$ cat src/rtl/disp_7seg_rx_if.sv
// Bus between a multiplexed 7-segment display scan and the frame receiver.
// The master drives raw digit enables/segments; the slave publishes decoded frames.
interface disp_7seg_rx_if;
    logic [7:0]  e_in;
    logic [7:0]  q_in;
    logic [31:0] out;
    logic [7:0]  dp;
    logic [7:0]  en;
    logic [7:0]  err;
    logic        valid;
    logic        stale;

    modport master (
        output e_in, q_in,
        input  out, dp, en, err, valid, stale
    );

    modport slave (
        input  e_in, q_in,
        output out, dp, en, err, valid, stale
    );
endinterface

$ cat src/rtl/disp_7seg_rx.sv
// Captures digits from a scanned, active-low 7-segment display bus and
// publishes one decoded frame each time a digit index repeats.
module disp_7seg_rx #(
    parameter int unsigned SETTLE  = 4,
    parameter int unsigned TIMEOUT = 1000000
) (
    input  logic                i_clk,
    input  logic                i_clr,
    disp_7seg_rx_if.slave       bus
);
    localparam int unsigned STAB_W = 8;
    localparam int unsigned IDLE_W = (TIMEOUT < 2) ? 1 : $clog2(TIMEOUT + 1);

    typedef enum logic {ST_WAIT = 1'b0, ST_HOLD = 1'b1} state_t;

    state_t            r_state, w_state_nxt;
    logic [7:0]        r_e_s1, r_e_s2, r_e_d;
    logic [7:0]        r_q_s1, r_q_s2, r_q_d;
    logic [STAB_W-1:0] r_stab, w_stab_nxt;
    logic [IDLE_W-1:0] r_idle;
    logic [7:0][3:0]   r_sh_nib;
    logic [7:0]        r_sh_dp, r_sh_err, r_seen;
    logic [31:0]       r_out;
    logic [7:0]        r_dp, r_en, r_err;
    logic              r_valid, r_stale;

    logic              w_change, w_eval, w_single, w_capture, w_bad, w_dp;
    logic [7:0]        w_act;
    logic [2:0]        w_idx;
    logic [3:0]        w_nib;
    logic [6:0]        w_seg;

    // Two-flop synchronizer plus one delayed copy for change detection
    always_ff @(posedge i_clk or posedge i_clr) begin
        if (i_clr) begin
            r_e_s1 <= 8'hFF;
            r_e_s2 <= 8'hFF;
            r_e_d  <= 8'hFF;
            r_q_s1 <= 8'hFF;
            r_q_s2 <= 8'hFF;
            r_q_d  <= 8'hFF;
        end else begin
            r_e_s1 <= bus.e_in;
            r_e_s2 <= r_e_s1;
            r_e_d  <= r_e_s2;
            r_q_s1 <= bus.q_in;
            r_q_s2 <= r_q_s1;
            r_q_d  <= r_q_s2;
        end
    end

    assign w_change = ({r_e_s2, r_q_s2} != {r_e_d, r_q_d});

    // Stability count includes the current sample, so it reads 1 on a change
    always_comb begin
        w_stab_nxt = r_stab;
        if (w_change)
            w_stab_nxt = STAB_W'(1);
        else if (r_stab >= STAB_W'(SETTLE))
            w_stab_nxt = STAB_W'(SETTLE);
        else
            w_stab_nxt = r_stab + STAB_W'(1);
    end

    always_ff @(posedge i_clk or posedge i_clr) begin
        if (i_clr) r_stab <= '0;
        else       r_stab <= w_stab_nxt;
    end

    always_ff @(posedge i_clk or posedge i_clr) begin
        if (i_clr) r_state <= ST_WAIT;
        else       r_state <= w_state_nxt;
    end

    always_comb begin
        w_state_nxt = r_state;
        w_eval      = 1'b0;
        case (r_state)
            ST_WAIT: begin
                if (w_stab_nxt == STAB_W'(SETTLE)) begin
                    w_eval      = 1'b1;
                    w_state_nxt = ST_HOLD;
                end
            end
            ST_HOLD: begin
                if (w_change) w_state_nxt = ST_WAIT;
            end
            default: w_state_nxt = ST_WAIT;
        endcase
    end

    // Digit selection and glyph decode of the synchronized pattern
    always_comb begin
        w_act    = ~r_e_s2;
        w_single = (w_act != 8'h00) && ((w_act & (w_act - 8'h01)) == 8'h00);
        w_idx    = 3'd0;
        for (int n = 0; n < 8; n++) begin
            if (w_act[n]) w_idx = 3'(n);
        end
        w_seg = ~r_q_s2[6:0];
        w_dp  = ~r_q_s2[7];
        w_nib = 4'h0;
        w_bad = 1'b0;
        case (w_seg)
            7'h3F: w_nib = 4'h0;
            7'h06: w_nib = 4'h1;
            7'h5B: w_nib = 4'h2;
            7'h4F: w_nib = 4'h3;
            7'h66: w_nib = 4'h4;
            7'h6D: w_nib = 4'h5;
            7'h7D: w_nib = 4'h6;
            7'h07: w_nib = 4'h7;
            7'h7F: w_nib = 4'h8;
            7'h6F: w_nib = 4'h9;
            7'h77: w_nib = 4'hA;
            7'h7C: w_nib = 4'hB;
            7'h39: w_nib = 4'hC;
            7'h5E: w_nib = 4'hD;
            7'h79: w_nib = 4'hE;
            7'h71: w_nib = 4'hF;
            default: w_bad = 1'b1;
        endcase
    end

    assign w_capture = w_eval & w_single;

    // Shadow frame, frame close on repeated index, idle timeout publish
    always_ff @(posedge i_clk or posedge i_clr) begin
        if (i_clr) begin
            r_idle   <= '0;
            r_sh_nib <= '0;
            r_sh_dp  <= '0;
            r_sh_err <= '0;
            r_seen   <= '0;
            r_out    <= '0;
            r_dp     <= '0;
            r_en     <= '0;
            r_err    <= '0;
            r_valid  <= 1'b0;
            r_stale  <= 1'b0;
        end else begin
            r_valid <= 1'b0;
            if (w_capture) begin
                r_idle  <= '0;
                r_stale <= 1'b0;
                if (r_seen[w_idx]) begin
                    r_out    <= r_sh_nib;
                    r_dp     <= r_sh_dp;
                    r_err    <= r_sh_err;
                    r_en     <= r_seen;
                    r_valid  <= 1'b1;
                    r_sh_nib <= '0;
                    r_sh_dp  <= '0;
                    r_sh_err <= '0;
                    r_seen   <= '0;
                end
                r_sh_nib[w_idx] <= w_nib;
                r_sh_dp[w_idx]  <= w_dp;
                r_sh_err[w_idx] <= w_bad;
                r_seen[w_idx]   <= 1'b1;
            end else if (r_idle != IDLE_W'(TIMEOUT)) begin
                r_idle <= r_idle + IDLE_W'(1);
                if (r_idle == IDLE_W'(TIMEOUT - 1)) begin
                    r_stale  <= 1'b1;
                    r_out    <= '0;
                    r_dp     <= '0;
                    r_en     <= '0;
                    r_err    <= '0;
                    r_valid  <= 1'b1;
                    r_sh_nib <= '0;
                    r_sh_dp  <= '0;
                    r_sh_err <= '0;
                    r_seen   <= '0;
                end
            end
        end
    end

    assign bus.out   = r_out;
    assign bus.dp    = r_dp;
    assign bus.en    = r_en;
    assign bus.err   = r_err;
    assign bus.valid = r_valid;
    assign bus.stale = r_stale;
endmodule

$ cat src/flat_wrapper.sv
// flat-port wrapper written by rule: the top's interface ports become plain ports
module disp_7seg_rx_flat 
#(
    parameter int unsigned SETTLE  = 4,
    parameter int unsigned TIMEOUT = 1000000
)
  (i_clk, i_clr, bus_e_in, bus_q_in, bus_out, bus_dp, bus_en, bus_err, bus_valid, bus_stale);
  disp_7seg_rx_if bus_i ();
  input  logic i_clk;
  input  logic i_clr;
  input wire logic [$bits(bus_i.e_in)-1:0] bus_e_in;
  input wire logic [$bits(bus_i.q_in)-1:0] bus_q_in;
  output wire logic [$bits(bus_i.out)-1:0] bus_out;
  output wire logic [$bits(bus_i.dp)-1:0] bus_dp;
  output wire logic [$bits(bus_i.en)-1:0] bus_en;
  output wire logic [$bits(bus_i.err)-1:0] bus_err;
  output wire logic [$bits(bus_i.valid)-1:0] bus_valid;
  output wire logic [$bits(bus_i.stale)-1:0] bus_stale;
  assign bus_i.e_in = bus_e_in;
  assign bus_i.q_in = bus_q_in;
  assign bus_out = bus_i.out;
  assign bus_dp = bus_i.dp;
  assign bus_en = bus_i.en;
  assign bus_err = bus_i.err;
  assign bus_valid = bus_i.valid;
  assign bus_stale = bus_i.stale;
  disp_7seg_rx #(.SETTLE(SETTLE), .TIMEOUT(TIMEOUT)) u_core (.i_clk(i_clk), .i_clr(i_clr), .bus(bus_i));
endmodule
$ cat config.mk
export PLATFORM = sky130hd
export DESIGN_NAME = disp_7seg_rx_flat
export DESIGN_NICKNAME = d
export VERILOG_FILES = /design/src/rtl/disp_7seg_rx_if.sv /design/src/rtl/disp_7seg_rx.sv /design/src/flat_wrapper.sv
export SDC_FILE = /design/constraint.sdc
export NUM_CORES = 1
export LEC_CHECK = 0
export ABC_AREA = 1
export BUFFER_PORTS_ARGS = -buffer_cell sky130_fd_sc_hd__clkbuf_2
export CAP_MARGIN = 20
export CORE_ASPECT_RATIO = 0.5
export CORE_MARGIN = 2
export CORE_UTILIZATION = 45
export DETAILED_ROUTE_END_ITERATION = 10
export PLACE_DENSITY = 0.7
export SYNTH_ARGS = -nofsm -noshare
export SYNTH_HDL_FRONTEND = slang
export SYNTH_SLANG_ARGS = --single-unit
$ cat constraint.sdc
create_clock -name i_clk -period 11.1 [get_ports i_clk]
set_input_delay 0 -clock i_clk [delete_from_list [all_inputs] [get_ports i_clk]]
set_output_delay 0 -clock i_clk [all_outputs]
set_load 0.005 [all_outputs]
[After elaboration in Yosys (flattened, before gate mapping)]
Index checks and enable logic that the tools add are counted.
Operators by class
  add/subtract/negate cells: 3
  eq/ne operators: 21
  reduce and logical (&&, ||, !) cells: 9
  $lt $le $gt $ge: 3
  bitwise operators: 7
  muxes and demuxes: 57
Operators by type and width (number)
  $mux 32: 7
  $mux 8: 19
  $eq 7x7->1 const B: 12
  $pmux 4 s15: 1
  $mux 20: 2
  $bwmux 32: 1
  $add 20x1->20 const B: 1
  $eq 20x20->1 const B: 1
  $ne 20x20->1 const B: 1
  $bwmux 8: 2
  $ne 16x16->1: 1
  $reduce_or 16->1: 1
  $eq 7x3->1 const B: 2
  $eq 7x6->1 const B: 2
  $mux 1: 14
  $demux 4 s3: 1
  $mux 3: 4
  $add 8x1->8 const B: 1
  $and 8x8->8: 1
  $eq 8x3->1 const B: 1
  $ge 8x3->1 const B: 1
  $logic_not 8->1: 1
  $not 8->8: 1
  $or 8x8->8: 1
  17 further kinds: 21
Word-level totals
  input port bits: 18
  word-level logic and storage cells: 126
  output and inout port bits: 58
  flip-flop bits (word level): 191

[Depth between registers and ports, before layout]
  depth in word-level cells: 14
  mapped depth: 17
  depth with buffers taken out: 15

[Least setup slack after synthesis]
Ideal clock, no wire load.
  path type: register to register
  start: register u_core.r_q_s2[2]
  end: register u_core.r_out[10], in the netlist u_core.bus.out[10]
  clock period less this slack: 2.036 ns
  path buffers: 3
  arrival: 1.919 ns
  slack: 9.064 ns
  library setup time: 0.117 ns
  stages on the path, launching flop included: 14
  data required time: 10.983 ns
  cell sequence: dfstp_2 -> clkbuf_1 -> xnor2_1 -> nand2_1 -> nor2_1 -> nand2_1 -> nor2_1 -> nand4_1 -> nor2_4 -> nand2_2 -> buf_4 -> buf_2 -> nand3_1 -> nand2_1
Between the ends
  longest elaborated chain between the ends: 8
  elaborated cells on any way between the ends: 11
  those cells by class: eq/ne: 3; mux: 4; bitwise: 1; reduce/logical: 3
RTL lines
  from (decl): line disp_7seg_rx.sv:18  | logic [7:0] r_q_s1, r_q_s2, r_q_d;
  from (signal assigned): line disp_7seg_rx.sv:47  | r_q_s2 <= r_q_s1;
  $ne 16x16->1 (*): line disp_7seg_rx.sv:52  | assign w_change = ({r_e_s2, r_q_s2} != {r_e_d, r_q_d});
  $mux 8 (*): line disp_7seg_rx.sv:57  | if (w_change)
  $eq 8x3->1 (*): line disp_7seg_rx.sv:80  | if (w_stab_nxt == STAB_W'(SETTLE)) begin
  $mux 1 (*): line disp_7seg_rx.sv:80
  $mux 1 (*): line disp_7seg_rx.sv:78  | case (r_state)
  $and 1x1->1 (*): line disp_7seg_rx.sv:125  | assign w_capture = w_eval & w_single;
  $ne 2x2->1 (no line) or $reduce_bool 2->1 (tied branches)
  $reduce_and 3->1 (no line)
  to (signal assigned): line disp_7seg_rx.sv:147  | r_out <= r_sh_nib;
  to (decl): line disp_7seg_rx.sv:23  | logic [31:0] r_out;
Every way passes the cells marked *; elsewhere a longest branch is shown, timed or not.
A chain may end at the register's enable or synchronous reset.

[Worst setup path after layout]
  start: register u_core.r_e_s2[7]
  end: register u_core.r_dp[7], in the netlist u_core.bus.dp[7]
Between the ends
  longest elaborated chain between the ends: 8
  elaborated cells on any way between the ends: 20
  those cells by class: add/sub: 1; eq/ne: 3; mux: 7; bitwise: 3; reduce/logical: 6
RTL lines
  from (decl): line disp_7seg_rx.sv:17  | logic [7:0] r_e_s1, r_e_s2, r_e_d;
  from (signal assigned): line disp_7seg_rx.sv:44  | r_e_s2 <= r_e_s1;
  $not 8->8 or $ne 16x16->1 (tied branches): line disp_7seg_rx.sv:94, disp_7seg_rx.sv:52
  $sub 8x1->8 or $mux 8 (tied branches): line disp_7seg_rx.sv:95, disp_7seg_rx.sv:57
  $and 8x8->8 or $eq 8x3->1 (tied branches): line disp_7seg_rx.sv:95, disp_7seg_rx.sv:80
  $logic_not 8->1 or $mux 1 (tied branches): line disp_7seg_rx.sv:95, disp_7seg_rx.sv:80
  $logic_and 1x1->1 or $mux 1 (tied branches): line disp_7seg_rx.sv:95, disp_7seg_rx.sv:78
  $and 1x1->1: line disp_7seg_rx.sv:125
  $ne 2x2->1 (no line) or $reduce_bool 2->1 (tied branches)
  $reduce_and 3->1 (no line)
  to (signal assigned): line disp_7seg_rx.sv:148  | r_dp <= r_sh_dp;
  to (decl): line disp_7seg_rx.sv:24  | logic [7:0] r_dp, r_en, r_err;
Parallel ways exist; a longest one is shown, timed or not. The select of a mux whose other input is x is not followed.

==> impl.org <==
** GRT
- The number of antenna violations at the first check in global routing was 0.
- The first global-routing pass estimated 30500 um of wire.
- GR Overflow Total :: 0
- The via count of the first global-routing pass was 6196.
- Pin count of the biggest net entering global routing :: ~110
- Global-route total usage across every layer :: 0.195

** Timing
- Setup repair after global routing left no endpoint under its margin.
- Final clock period utilization by the worst path :: 0.299
- Max Clk Rate :: around 300 MHz
- In the post-route analysis, the smallest setup slack over all paths is between 7 and 8 ns.
- The total count of hold-check failures in the final report is 0.
- In this run the tightest slew margin relative to its limit is 0.414.
- The worst path in the final design needs a cycle of 3.32 ns, including I/O delays and setup.
- The clock arrives with approximately 0.018 ns of skew.
- Setup TNS :: 0 ns
- The number of slew-limit violations in the final report came to 0.
- Final setup violation count :: 0
- For the pin with the worst max-slew slack, the measured transition is just under 0.9 ns.
- Hold Worst Slack :: 0.192 ns

** Finish
- At the end of the flow, the number of nets in the layout was between 1000 and 1500.
- Once layout is complete, the cells apart from fillers number 1298.
- Counting the fill cells in the layout gives 1633.
- Proportion of layout cells with a drive suffix above 1 :: 0.169
- The number of antenna diodes in the final layout is 0.
- The finished cells cover roughly 9600 um2.
- Final Core Density :: 0.528
- Relative to the synthesized area, the layout overhead comes to 15.6%.

** Clock tree
- The clock drives 191 sinks.
- TritonCTS created 17 clock buffers.
- Clock tree synthesis selected as its root buffer the cell sky130_fd_sc_hd__clkbuf_16.
- The later pin in the worst-skew pair is clocked with a latency of 0.44 ns.
- Clock transition at the registers of the reported paths :: 0.08 ns
- Clock Tree Buf Depth :: 2
- The H-tree was split into 4 levels.
- TritonCTS clock tree :: done

** Critical path
- WP data required :: ~11 ns
- The critical path goes through inv_2, nand2_1, nand2_1, inv_1, nand2_1, nor2_1, nand2_1, nor2_1, nand4_1, nor2_4, nand2_2, inv_2, nand2_1, nand2_1.
- STA classifies the critical path startpoint as a register.
- The worst setup path is captured at a register.
- For this design, the slowest cell found on the critical path is sky130_fd_sc_hd__nor2_4.
- Path depth of the worst reg2reg path :: 14
- The setup path with the least slack is of type register to register.
- Counting stages on the worst path, the most repeated cell is sky130_fd_sc_hd__nand2_1.
- WP data arrival :: approximately 3.7 ns
- Crit-path max FO :: 56
- Largest incremental delay on the critical path :: 0.68 ns

** Power and ir drop
- In this run the static leakage power is 5.28 nW.
- Total power for the finished layout comes to approximately 1.4 mW.
- Dividing total power by cell area gives a power density of 144 nW/um2.
- IR analysis of the VDD net gives a maximum drop of between 0.1 and 0.15 mV.

** Yosys
- Count of yosys warnings during synthesis :: 0
- A synthesized cell averages around 8.7 um2.
- Area share of the largest cell type after synthesis :: 0.429
- By area the synthesized netlist is led by sky130_fd_sc_hd__dfrtp_1 (43%), sky130_fd_sc_hd__nand2_1 (15%), sky130_fd_sc_hd__dfstp_2 (15%), sky130_fd_sc_hd__nand3_1 (9.2%), sky130_fd_sc_hd__inv_1 (3.5%).
- FF+latch count, synth :: around 190
- Async S/R FF share, synth :: 1.00
- For this run, the register share of the synthesized area comes to 0.581.
- After synthesis the cells add up to about 8300 um2.
- In this run, synthesis inferred 0 flip-flops with an integrated enable.
- Yosys mapped the design onto 32 distinct sky130hd cell types.
- The cell count after synthesis came out at between 900 and 1000.
- The biggest area contributor in the post-synthesis netlist is sky130_fd_sc_hd__dfrtp_1.
- Top flip-flop cell by instance count after synthesis :: sky130_fd_sc_hd__dfrtp_1

** Routing
- Summing over every cut layer, the via total after detailed routing is between 6000 and 7000.
- Detailed-route DRC error count :: 0
- In this run the remaining antenna-violating nets after routing total 0.
- Summed over all layers, the routed wires come to ~18000 um.
- In the routed layout, each cell is associated on average with a via count of ~5.0.
- For this run, the detailed router's first-pass iteration total came to 5.
- Dividing the detail-routed wire length by the instance count gives about 14 um.
- Drt initial violations :: a little over 400

** Placed design
- At the placement stage, the worst setup path has a slack of a little under 8 ns.
- Area post-placement :: approximately 8800 um2
- The number of placed instances, taps included, is 1247.
- Final HPWL DP :: between 10000 and 15000 um
- Count of buffers inserted at the top-level ports :: 75
- At the end of routability-driven placement, the weighted congestion stood at 0.925.

** Min path
- Number of cells on the worst hold path :: 2
- The path class of the tightest hold or removal check is input pin to register.

** Run status
- Run status :: completed

** Die
- Die outline width :: approximately 200 um
- The initial utilization of the core area, before any placement, comes to 0.456.
- Die Span Y :: about 100 um
- In this run the count of I/O pins placed on the die edge is 76.
- The floorplan step defined a die boundary enclosing 19700 um2.
- In this run the standard cell core region covers ~18000 um2.
- In this run the core area contains 35 standard-cell rows.

** Run
- Maximum capacitance violations :: 0
## layout make-up
cell class,instances,area [um2],share of cell area
multi-input cells,653,2940,0.305
flip-flops and latches,191,4840,0.502
inverters,86,328,0.0340
clock inverters,15,189,0.0196
repair buffers,96,616,0.0639
clock buffers,17,425,0.0441
well taps,240,300,0.0312
## synth_stat cells, types with 4 or more instances
cell type and number:
sky130_fd_sc_hd__dfstp_2 48, sky130_fd_sc_hd__o21ai_0 5, sky130_fd_sc_hd__buf_6 8, sky130_fd_sc_hd__inv_1 77, sky130_fd_sc_hd__nand4_1 15, sky130_fd_sc_hd__nor2_1 76, sky130_fd_sc_hd__inv_2 9, sky130_fd_sc_hd__xor2_1 16
sky130_fd_sc_hd__buf_2 11, sky130_fd_sc_hd__xnor2_1 7, sky130_fd_sc_hd__nand2_1 338, sky130_fd_sc_hd__dfrtp_1 143, sky130_fd_sc_hd__nand3_1 154, sky130_fd_sc_hd__nor2_4 4, sky130_fd_sc_hd__ha_1 4, sky130_fd_sc_hd__nor3_1 8
sky130_fd_sc_hd__a21oi_1 6, sky130_fd_sc_hd__buf_4 14, sky130_fd_sc_hd__nand2_2 4
## cells by family after synthesis
group                    after synthesis  synth area share
adder cells (fa/ha/maj)                4           0.00600
AND/OR/NAND/NOR                      605             0.309
XOR/XNOR                              23            0.0242
AO/OA/AOI/OAI                         16            0.0110
buffers and inverters                120            0.0692
other                                  1          0.000450
flip-flops                           191             0.581
## worst paths after layout
kind	startpoint	endpoint	slack, ns
min	bus_q_in[5]	u_core.r_q_s1[5]	0.19
min reg2reg	u_core.r_e_s1[5]	u_core.r_e_s2[5]	0.35
max reg2reg	u_core.r_e_s2[7]	u_core.bus.dp[7]	7.78
max	u_core.r_e_s2[7]	u_core.bus.dp[7]	7.78
min in group asynchronous	i_clr	u_core.bus.en[5]	0.30
max in group asynchronous	i_clr	u_core.r_sh_nib[18]	9.57
## placed cells by master, fill, tap and decap left out, types with 2 or more instances in the layout
| cell type | n |
|---|---|
| sky130_fd_sc_hd__o21ai_0 | 5 |
| sky130_fd_sc_hd__clkbuf_2 | 75 |
| sky130_fd_sc_hd__nor3_1 | 8 |
| sky130_fd_sc_hd__clkbuf_16 | 17 |
| sky130_fd_sc_hd__buf_4 | 2 |
| sky130_fd_sc_hd__clkinv_8 | 6 |
| sky130_fd_sc_hd__clkinvlp_4 | 2 |
| sky130_fd_sc_hd__xnor2_1 | 7 |
| sky130_fd_sc_hd__nor2_1 | 76 |
| sky130_fd_sc_hd__conb_1 | 5 |
| sky130_fd_sc_hd__dfstp_2 | 48 |
| sky130_fd_sc_hd__buf_16 | 2 |
| sky130_fd_sc_hd__nand2_1 | 338 |
| sky130_fd_sc_hd__inv_8 | 3 |
| sky130_fd_sc_hd__inv_1 | 76 |
| sky130_fd_sc_hd__inv_2 | 9 |
| sky130_fd_sc_hd__dfrtp_1 | 143 |
| sky130_fd_sc_hd__nand2_2 | 3 |
| sky130_fd_sc_hd__xor2_1 | 16 |
| sky130_fd_sc_hd__nand3_1 | 154 |
| sky130_fd_sc_hd__inv_6 | 3 |
| sky130_fd_sc_hd__nand4_1 | 15 |
| sky130_fd_sc_hd__dlygate4sd3_1 | 17 |
| sky130_fd_sc_hd__nor2_4 | 4 |
| sky130_fd_sc_hd__ha_1 | 4 |
| sky130_fd_sc_hd__a21oi_1 | 6 |
## power breakdown
group | internal, mW | leakage [nW] | switching (mW)
clock | 0.307 | 0.290 | 0.307
sequential | 0.713 | 2.47 | 0.00948
combinational | 0.0173 | 2.52 | 0.0368
total | 1.04 | 5.28 | 0.353
## metal layers
| layer | vias to the layer above | global-route usage | part of all wire |
|---|---|---|---|
| li1 | 3191 | - | - |
| met1 | 3122 | 0.284 | 0.47 |
| met2 | 174 | 0.285 | 0.45 |
| met3 | 30 | 0.0390 | 0.057 |
| met4 | 0 | 0.0822 | 0.022 |
| met5 | - | 0 | 0 |
## worst max-delay path, delay by kind of cell, from the launching register on
| kind | cells | cell delay, ns |
|---|---|---|
| AND/OR/NAND/NOR | 11 | 1.74 |
| buffers and inverters | 3 | 0.83 |
| flip-flops | 1 | 0.62 |
## repair_timing
action                                 4_1_cts  5_1_grt
buffers inserted                             0        0
hold buffers                                17        0
gates resized for setup                      0        0
endpoints found under the hold margin       75        0
(Power assumes the default switching activity.)
